--- config.mk ---
export PLATFORM = sky130hd
export DESIGN_NAME = svcs_hs_rx_parser
export DESIGN_NICKNAME = d
export VERILOG_FILES = /design/src/rtl/svcs_hw_pkg.sv /design/src/rtl/svcs_hs_rx_parser.sv
export SDC_FILE = /design/constraint.sdc
export NUM_CORES = 1
export LEC_CHECK = 0
export CAP_MARGIN = 25
export CORE_MARGIN = 1
export CORE_UTILIZATION = 45
export DETAILED_ROUTE_END_ITERATION = 8
export PLACE_DENSITY = 0.75
export SYNTH_ARGS = -nofsm -noshare
export SYNTH_HDL_FRONTEND = slang
export SYNTH_SLANG_ARGS = --single-unit
--- constraint.sdc ---
create_clock -name clk -period 4.25 [get_ports clk]
set_input_delay 0.85 -clock clk [delete_from_list [all_inputs] [get_ports clk]]
set_output_delay 0.85 -clock clk [all_outputs]
set_load 0.1 [all_outputs]
--- src/rtl/svcs_hw_pkg.sv ---
// Shared SVCS hardware types: header image, sizing constants and parser states.
package svcs_hw_pkg;

    localparam int unsigned SVCS_MAX_SIZE  = 4096;
    localparam int unsigned SVCS_HDR_WORDS = 7;
    localparam int unsigned SVCS_HC_W      = 3;

    typedef struct packed {
        logic [63:0] trnx_type;
        logic [63:0] trnx_id;
        logic [63:0] data_type;
        logic [31:0] n_payloads;
    } cs_hdr_hw_t;

    typedef enum logic [1:0] {
        HDR,
        HDR_OUT,
        PAYLOAD,
        DISCARD
    } rx_state_t;

endpackage

--- src/rtl/svcs_hs_rx_parser.sv ---
// Receive-side SVCS parser: splits the 32-bit word stream into a header
// handshake and a zero-latency payload burst.
module svcs_hs_rx_parser
    import svcs_hw_pkg::*;
#(
    parameter int unsigned MAX_PAYLOADS = SVCS_MAX_SIZE,
    parameter int unsigned IDX_W        = 13
) (
    input  logic             clk,
    input  logic             rst,
    input  logic             s_valid,
    output logic             s_ready,
    input  logic [31:0]      s_data,
    output logic             hdr_valid,
    input  logic             hdr_ready,
    output logic [63:0]      hdr_trnx_type,
    output logic [63:0]      hdr_trnx_id,
    output logic [63:0]      hdr_data_type,
    output logic [31:0]      hdr_n_payloads,
    output logic             m_valid,
    input  logic             m_ready,
    output logic [31:0]      m_data,
    output logic [IDX_W-1:0] m_index,
    output logic             m_last,
    output logic             err_oversize,
    output logic [15:0]      trnx_count
);

    rx_state_t              r_state;
    rx_state_t              w_state_nxt;
    logic [SVCS_HC_W-1:0]   r_hc;
    cs_hdr_hw_t             r_hdr;
    logic [IDX_W-1:0]       r_pc;
    logic [31:0]            r_dc;
    logic                   r_err;
    logic [15:0]            r_cnt;

    logic                   w_s_acc;
    logic                   w_hdr_acc;
    logic                   w_m_acc;
    logic                   w_hc_last;
    logic                   w_oversize;
    logic                   w_pc_last;

    assign w_s_acc    = s_valid & s_ready;
    assign w_hdr_acc  = hdr_valid & hdr_ready;
    assign w_m_acc    = m_valid & m_ready;
    assign w_hc_last  = (r_hc == SVCS_HC_W'(SVCS_HDR_WORDS - 1));
    assign w_oversize = (s_data > 32'(MAX_PAYLOADS));
    assign w_pc_last  = (32'(r_pc) == (r_hdr.n_payloads - 32'd1));

    assign m_data         = s_data;
    assign m_index        = r_pc;
    assign hdr_trnx_type  = r_hdr.trnx_type;
    assign hdr_trnx_id    = r_hdr.trnx_id;
    assign hdr_data_type  = r_hdr.data_type;
    assign hdr_n_payloads = r_hdr.n_payloads;
    assign err_oversize   = r_err;
    assign trnx_count     = r_cnt;

    always_ff @(posedge clk) begin
        if (rst) begin
            r_state <= HDR;
        end else begin
            r_state <= w_state_nxt;
        end
    end

    // Handshake outputs are gated by rst so nothing moves before the first reset edge.
    always_comb begin
        w_state_nxt = r_state;
        s_ready     = 1'b0;
        hdr_valid   = 1'b0;
        m_valid     = 1'b0;
        m_last      = 1'b0;
        case (r_state)
            HDR: begin
                s_ready = !rst;
                if (s_valid && !rst && w_hc_last) begin
                    w_state_nxt = w_oversize ? DISCARD : HDR_OUT;
                end
            end
            HDR_OUT: begin
                hdr_valid = !rst;
                if (hdr_ready && !rst) begin
                    w_state_nxt = (r_hdr.n_payloads == 32'd0) ? HDR : PAYLOAD;
                end
            end
            PAYLOAD: begin
                m_valid = s_valid & !rst;
                s_ready = m_ready & !rst;
                m_last  = w_pc_last & !rst;
                if (m_valid && m_ready && w_pc_last) begin
                    w_state_nxt = HDR;
                end
            end
            DISCARD: begin
                s_ready = !rst;
                if (s_valid && !rst && (r_dc == 32'd1)) begin
                    w_state_nxt = HDR;
                end
            end
            default: w_state_nxt = HDR;
        endcase
    end

    // Header capture, discard/payload counters, error pulse and transaction count.
    always_ff @(posedge clk) begin
        if (rst) begin
            r_hc  <= '0;
            r_hdr <= '0;
            r_pc  <= '0;
            r_dc  <= '0;
            r_err <= 1'b0;
            r_cnt <= '0;
        end else begin
            r_err <= 1'b0;
            if ((r_state == HDR) && w_s_acc) begin
                case (r_hc)
                    3'd0:    r_hdr.trnx_type[63:32] <= s_data;
                    3'd1:    r_hdr.trnx_type[31:0]  <= s_data;
                    3'd2:    r_hdr.trnx_id[63:32]   <= s_data;
                    3'd3:    r_hdr.trnx_id[31:0]    <= s_data;
                    3'd4:    r_hdr.data_type[63:32] <= s_data;
                    3'd5:    r_hdr.data_type[31:0]  <= s_data;
                    default: r_hdr.n_payloads       <= s_data;
                endcase
                r_hc <= w_hc_last ? '0 : r_hc + SVCS_HC_W'(1);
                if (w_hc_last && w_oversize) begin
                    r_err <= 1'b1;
                    r_dc  <= s_data;
                end
            end
            if ((r_state == DISCARD) && w_s_acc) begin
                r_dc <= r_dc - 32'd1;
            end
            if (w_hdr_acc) begin
                r_cnt <= r_cnt + 16'd1;
            end
            if (w_m_acc) begin
                r_pc <= w_pc_last ? '0 : r_pc + IDX_W'(1);
            end
        end
    end

endmodule

Yosys cells after proc, flatten, opt, wreduce, memory -nomap -nowiden --
Index checks and enable logic that the tools add are counted.
Storage, ports and cells: logic and storage cells 86, input bits 37, register bits after elaboration 291, output and inout bits 290
Cells by class: muxes and demuxes 17, equal/unequal tests 15, bitwise gates (word level) 8, $lt $le $gt $ge 1, add/subtract/negate cells 5, reduce and logical (&&, ||, !) cells 27
Operators by type and width (count):
- $mux 32 | 3
- $sub 32x1->32 const B | 2
- $eq 13x32->1 | 1
- $eq 32x1->1 const B | 1
- $gt 32x13->1 const B | 1
- $logic_not 32->1 | 1
- $add 16x1->16 const B | 1
- $reduce_and 2->1 | 8
- $add 13x1->13 const B | 1
- $mux 13 | 1
- $mux 2 | 6
- $eq 3x3->1 const B | 3
- $logic_and 1x1->1 | 9
- $ne 2x2->1 const B | 4
- $pmux 2 s4 | 1
- $and 1x1->1 | 6
- $eq 3x2->1 const B | 2
- $reduce_or 6->1 | 1
- $eq 2x2->1 const B | 2
- $mux 1 | 4
- $reduce_and 4->1 | 1
- $reduce_bool 2->1 | 2
- $reduce_or 2->1 | 2
- $add 3x1->3 const B | 1
- 8 further kinds | 9

Longest topological paths before layout --
word-level depth 7, gate-level depth with buffers 13, depth with buffers taken out 10

Worst setup path before layout --
No wires, ideal clock.
kind register -> output, from register r_hdr (netlist bit hdr_n_payloads[0]), to output m_last, stages on the path, launching flop included 11, path buffers 1, data arrival time 5051 ps, path slack -1651 ps, path through dfxtp_1 -> inv_1 -> ha_1 -> buf_2 -> inv_1 -> a31oi_1 -> or4_1 -> a211o_1 -> nor4_4 -> nand3_2 -> nor3b_1
On the way: longest elaborated chain between the ends 4
Ends and longest elaborated chain:
- start, declared | RTL line svcs_hs_rx_parser.sv:32 | cs_hdr_hw_t r_hdr;
- $sub 32x1->32 | RTL line svcs_hs_rx_parser.sv:50 | assign w_pc_last = (32'(r_pc) == (r_hdr.n_payloads - 32'd1));
- $eq 13x32->1 | RTL line svcs_hs_rx_parser.sv:50
- $and 1x1->1 | RTL line svcs_hs_rx_parser.sv:92 | m_last = w_pc_last & !rst;
- $mux 1 | RTL line svcs_hs_rx_parser.sv:76 | case (r_state)
- end, declared | RTL line svcs_hs_rx_parser.sv:24 | output logic m_last,
Every way passes these cells.

Final worst setup path --
Same ends and word-level chain as after synthesis.

==> impl_metrics.yaml <==
cts:
  clock_sinks: 291
  cts_root_buf: "clkbuf_16"
  htreeDepth: 1
  cts_buffers: 31
  clk_latency_ns: 0.58
  cts_buffer_depth: 3
  clk_pin_slew_ns: 0.06
  cts_hold_buf: 0
  cts_tree: "built"
logic_synthesis:
  synth_warnings: 0
  yosysSeqAreaShare_pct: 46.79
  synth_seq_cells: 291
  ys.flop_type: "dfxtp_1"
  synthesis.area_sq_um: 12450
  synth_edf_count: 0
  synth_area_per_cell_sq_um: 7.643
  synthCells: 1629
  synth.distinct_cells: 74
  synth_nets: 1677
  synthArstFlopShare_pct: 0
placed_design:
  placed_cell_area_sq_um: 15840
  dpl.hpwl_mm: 30.35
  dp_cells: 2194
  place_congestion: 0.8976
  io_buffers: 326
status:
  outcome: "finished clean"
timing:
  final_hold_viol_count: 0
  fmax_mhz: 238.7
  finalSetupViolCount: 0
  fin_crit_sh_pct: 98.58
  skew_ns: 0.01768
  fin_tns_setup_ns: 0
  worst_pin_slew_ns: 1.179
  slew_headroom_pct: 21.38
  slew_violations: 0
  period_minus_slack_ns: 4.190
global_route:
  grt_pass1_wl_mm: 66.91
  grtUsageTotal_pct: 30.49
  overflow: 0
  grt_max_degree: 262
  antenna_found_initial: 2
  grt_pass1_vias: 11490
setup_path:
  cp-end-kind: "output port"
  start_kind: "flop"
  r2r_setup_slack_ns: 0.95
  r2r_start: "r_state[0]$_SDFFE_PP0P_"
  critPathMaxFanout: 7
  r2r_cells: 10
  r2r_end: "r_dc[27]$_SDFFE_PP0P_"
  cp.required_ns: 3.40
  cp.arrival_ns: 3.34
  crit_type: "reg -> out"
layout:
  area_delta_synth_final_pct: 36.76
  nNetsFinal: 1942
  fin_util_pct: 63.00
  layout_commonest_cell: "nand2_1"
  final_cell_mix: "nand2_1, clkdlybuf4s50_1, dfxtp_1, a21oi_1, buf_4"
  stdcell_count: 2260
  stdcell_area_sq_um: 17030
  fillCellCount: 2327
  drive_gt1_share_pct: 10.90
floorplan:
  die_h_um: 168.3
  pin_count: 327
  fp.dieArea_sq_um: 28340
  die_w_um: 168.3
  coreArea_sq_um: 27030
  start_util_pct: 46.07
  row_count: 60
power_and_ir_drop:
  p_leak_nw: 5.971
  ir_drop_v: 0.0003832
  power_density_nw_per_um2: 423.4
detailed_routing:
  dr.pass1.iters: 7
  detail_route.wl_per_cell_um: 19.98
  drt_iter0_markers: 1295
  ant_nets: 0
  totalWireLength_mm: 45.16
  drc: 0
  detail_route.vias_per_cell: 5.609
  routed-via-count: 12680
min_path:
  hold_start: "hdr_trnx_id[51]$_SDFFE_PP0P_"
  hp-class: "reg -> reg"
  hold_depth: 2
  hold_path_end: "hdr_trnx_id[51]$_SDFFE_PP0P_"
job:
  cap_violations: 0
## cell usage after synthesis, drive strengths merged (17+ instances only)
library cell | count | area [sq um]
nand2 | 509 | 1911
nand3 | 37 | 190.2
xor2 | 23 | 201.4
dfxtp | 291 | 5826
and3 | 17 | 106.4
o21ai | 19 | 95.09
nor2 | 68 | 280.3
clkbuf | 120 | 452.9
nor4 | 25 | 192.7
a21oi | 267 | 1340
buf | 43 | 317.8
nor3 | 31 | 160.1
## what timing repair did
action	in CTS	in global routing
pin swaps	0	9
resized for setup	2	14
setup buffers	0	7
setup endpoints to repair	1	1
## logic make-up after synthesis
logic type      share of synthesized area [%]
buf+inv                                 6.612
flops                                   46.79
xor+xnor                                2.532
compound gates                          15.31
fa+ha+maj                               1.105
mux                                    0.2613
simple gates                            27.39
## worst max path at each step
stage	start	slack (ns)	to	depth (start not counted)
final	hdr_n_payloads[0]$_SDFFE_PP0P_	0.06	m_last	10
after global routing	hdr_n_payloads[0]$_SDFFE_PP0P_	-0.02	m_last	10
after CTS	hdr_n_payloads[0]$_SDFFE_PP0P_	0.01	m_last	10
after detailed placement	m_ready	0.34	r_dc[27]$_SDFFE_PP0P_	9
after global placement	hdr_n_payloads[0]$_SDFFE_PP0P_	0.52	m_last	10
after floorplan	hdr_n_payloads[3]$_SDFFE_PP0P_	0.0005	m_last	9
## state kept, by name, indices dropped and copies added (netlist names)
| signal | count |
|---|---|
| trnx_count | 16 |
| hdr_data_type | 64 |
| hdr_trnx_id | 64 |
| err_oversize | 1 |
| hdr_trnx_type | 64 |
| r_dc | 32 |
| r_hc | 3 |
| m_index | 13 |
| hdr_n_payloads | 32 |
| r_state | 2 |
## power breakdown
part	internal, W	switching [W]
combinational	0.000359	0.00122
clock	0.00162	0.00113
sequential	0.00282	0.0000640
## critical path, cell delays in order, from the launching register on
cell      delay (ns)
dfxtp_4         0.37
inv_2           0.08
ha_4            0.15
or4b_4          0.50
o31a_1          0.32
nor4b_2         0.26
nor3_2          0.07
a311oi_2        0.35
nand3_2         0.19
nor3b_4         0.26
buf_12          0.20
## metal layers
layer  part of all wire (%)  global-route usage (%)
met1                     40                   39.10
met2                     46                   49.20
met3                    9.6                   6.370
met4                    4.1                   13.99
met5                      0                       0
## area by class of cell
class / instances / area [sq um] / share of cell area, %
diodes: 2 / 5.005 / 0.02939
flip-flops and latches: 291 / 5838 / 34.29
inverters: 14 / 55.05 / 0.3233
multi-input cells: 1161 / 5893 / 34.61
clock buffers: 45 / 918.4 / 5.393
clock inverters: 11 / 126.4 / 0.7422
repair buffers: 395 / 3765 / 22.11
well taps: 341 / 426.7 / 2.506
## through the flow
step | hold slack [ns] | total power, W | setup slack, ns
floorplan | 0.4414 | 0.004087 | 0.0004547
CTS | 0.4510 | 0.007240 | 0.01197
global route | 0.4640 | 0.007434 | -0.02235
global placement | 0.4378 | 0.004495 | 0.5163
detailed placement | 0.4422 | 0.004506 | 0.3443
finish | 0.4497 | 0.007209 | 0.06033
Note: power is estimated with default switching activity, not from simulation.
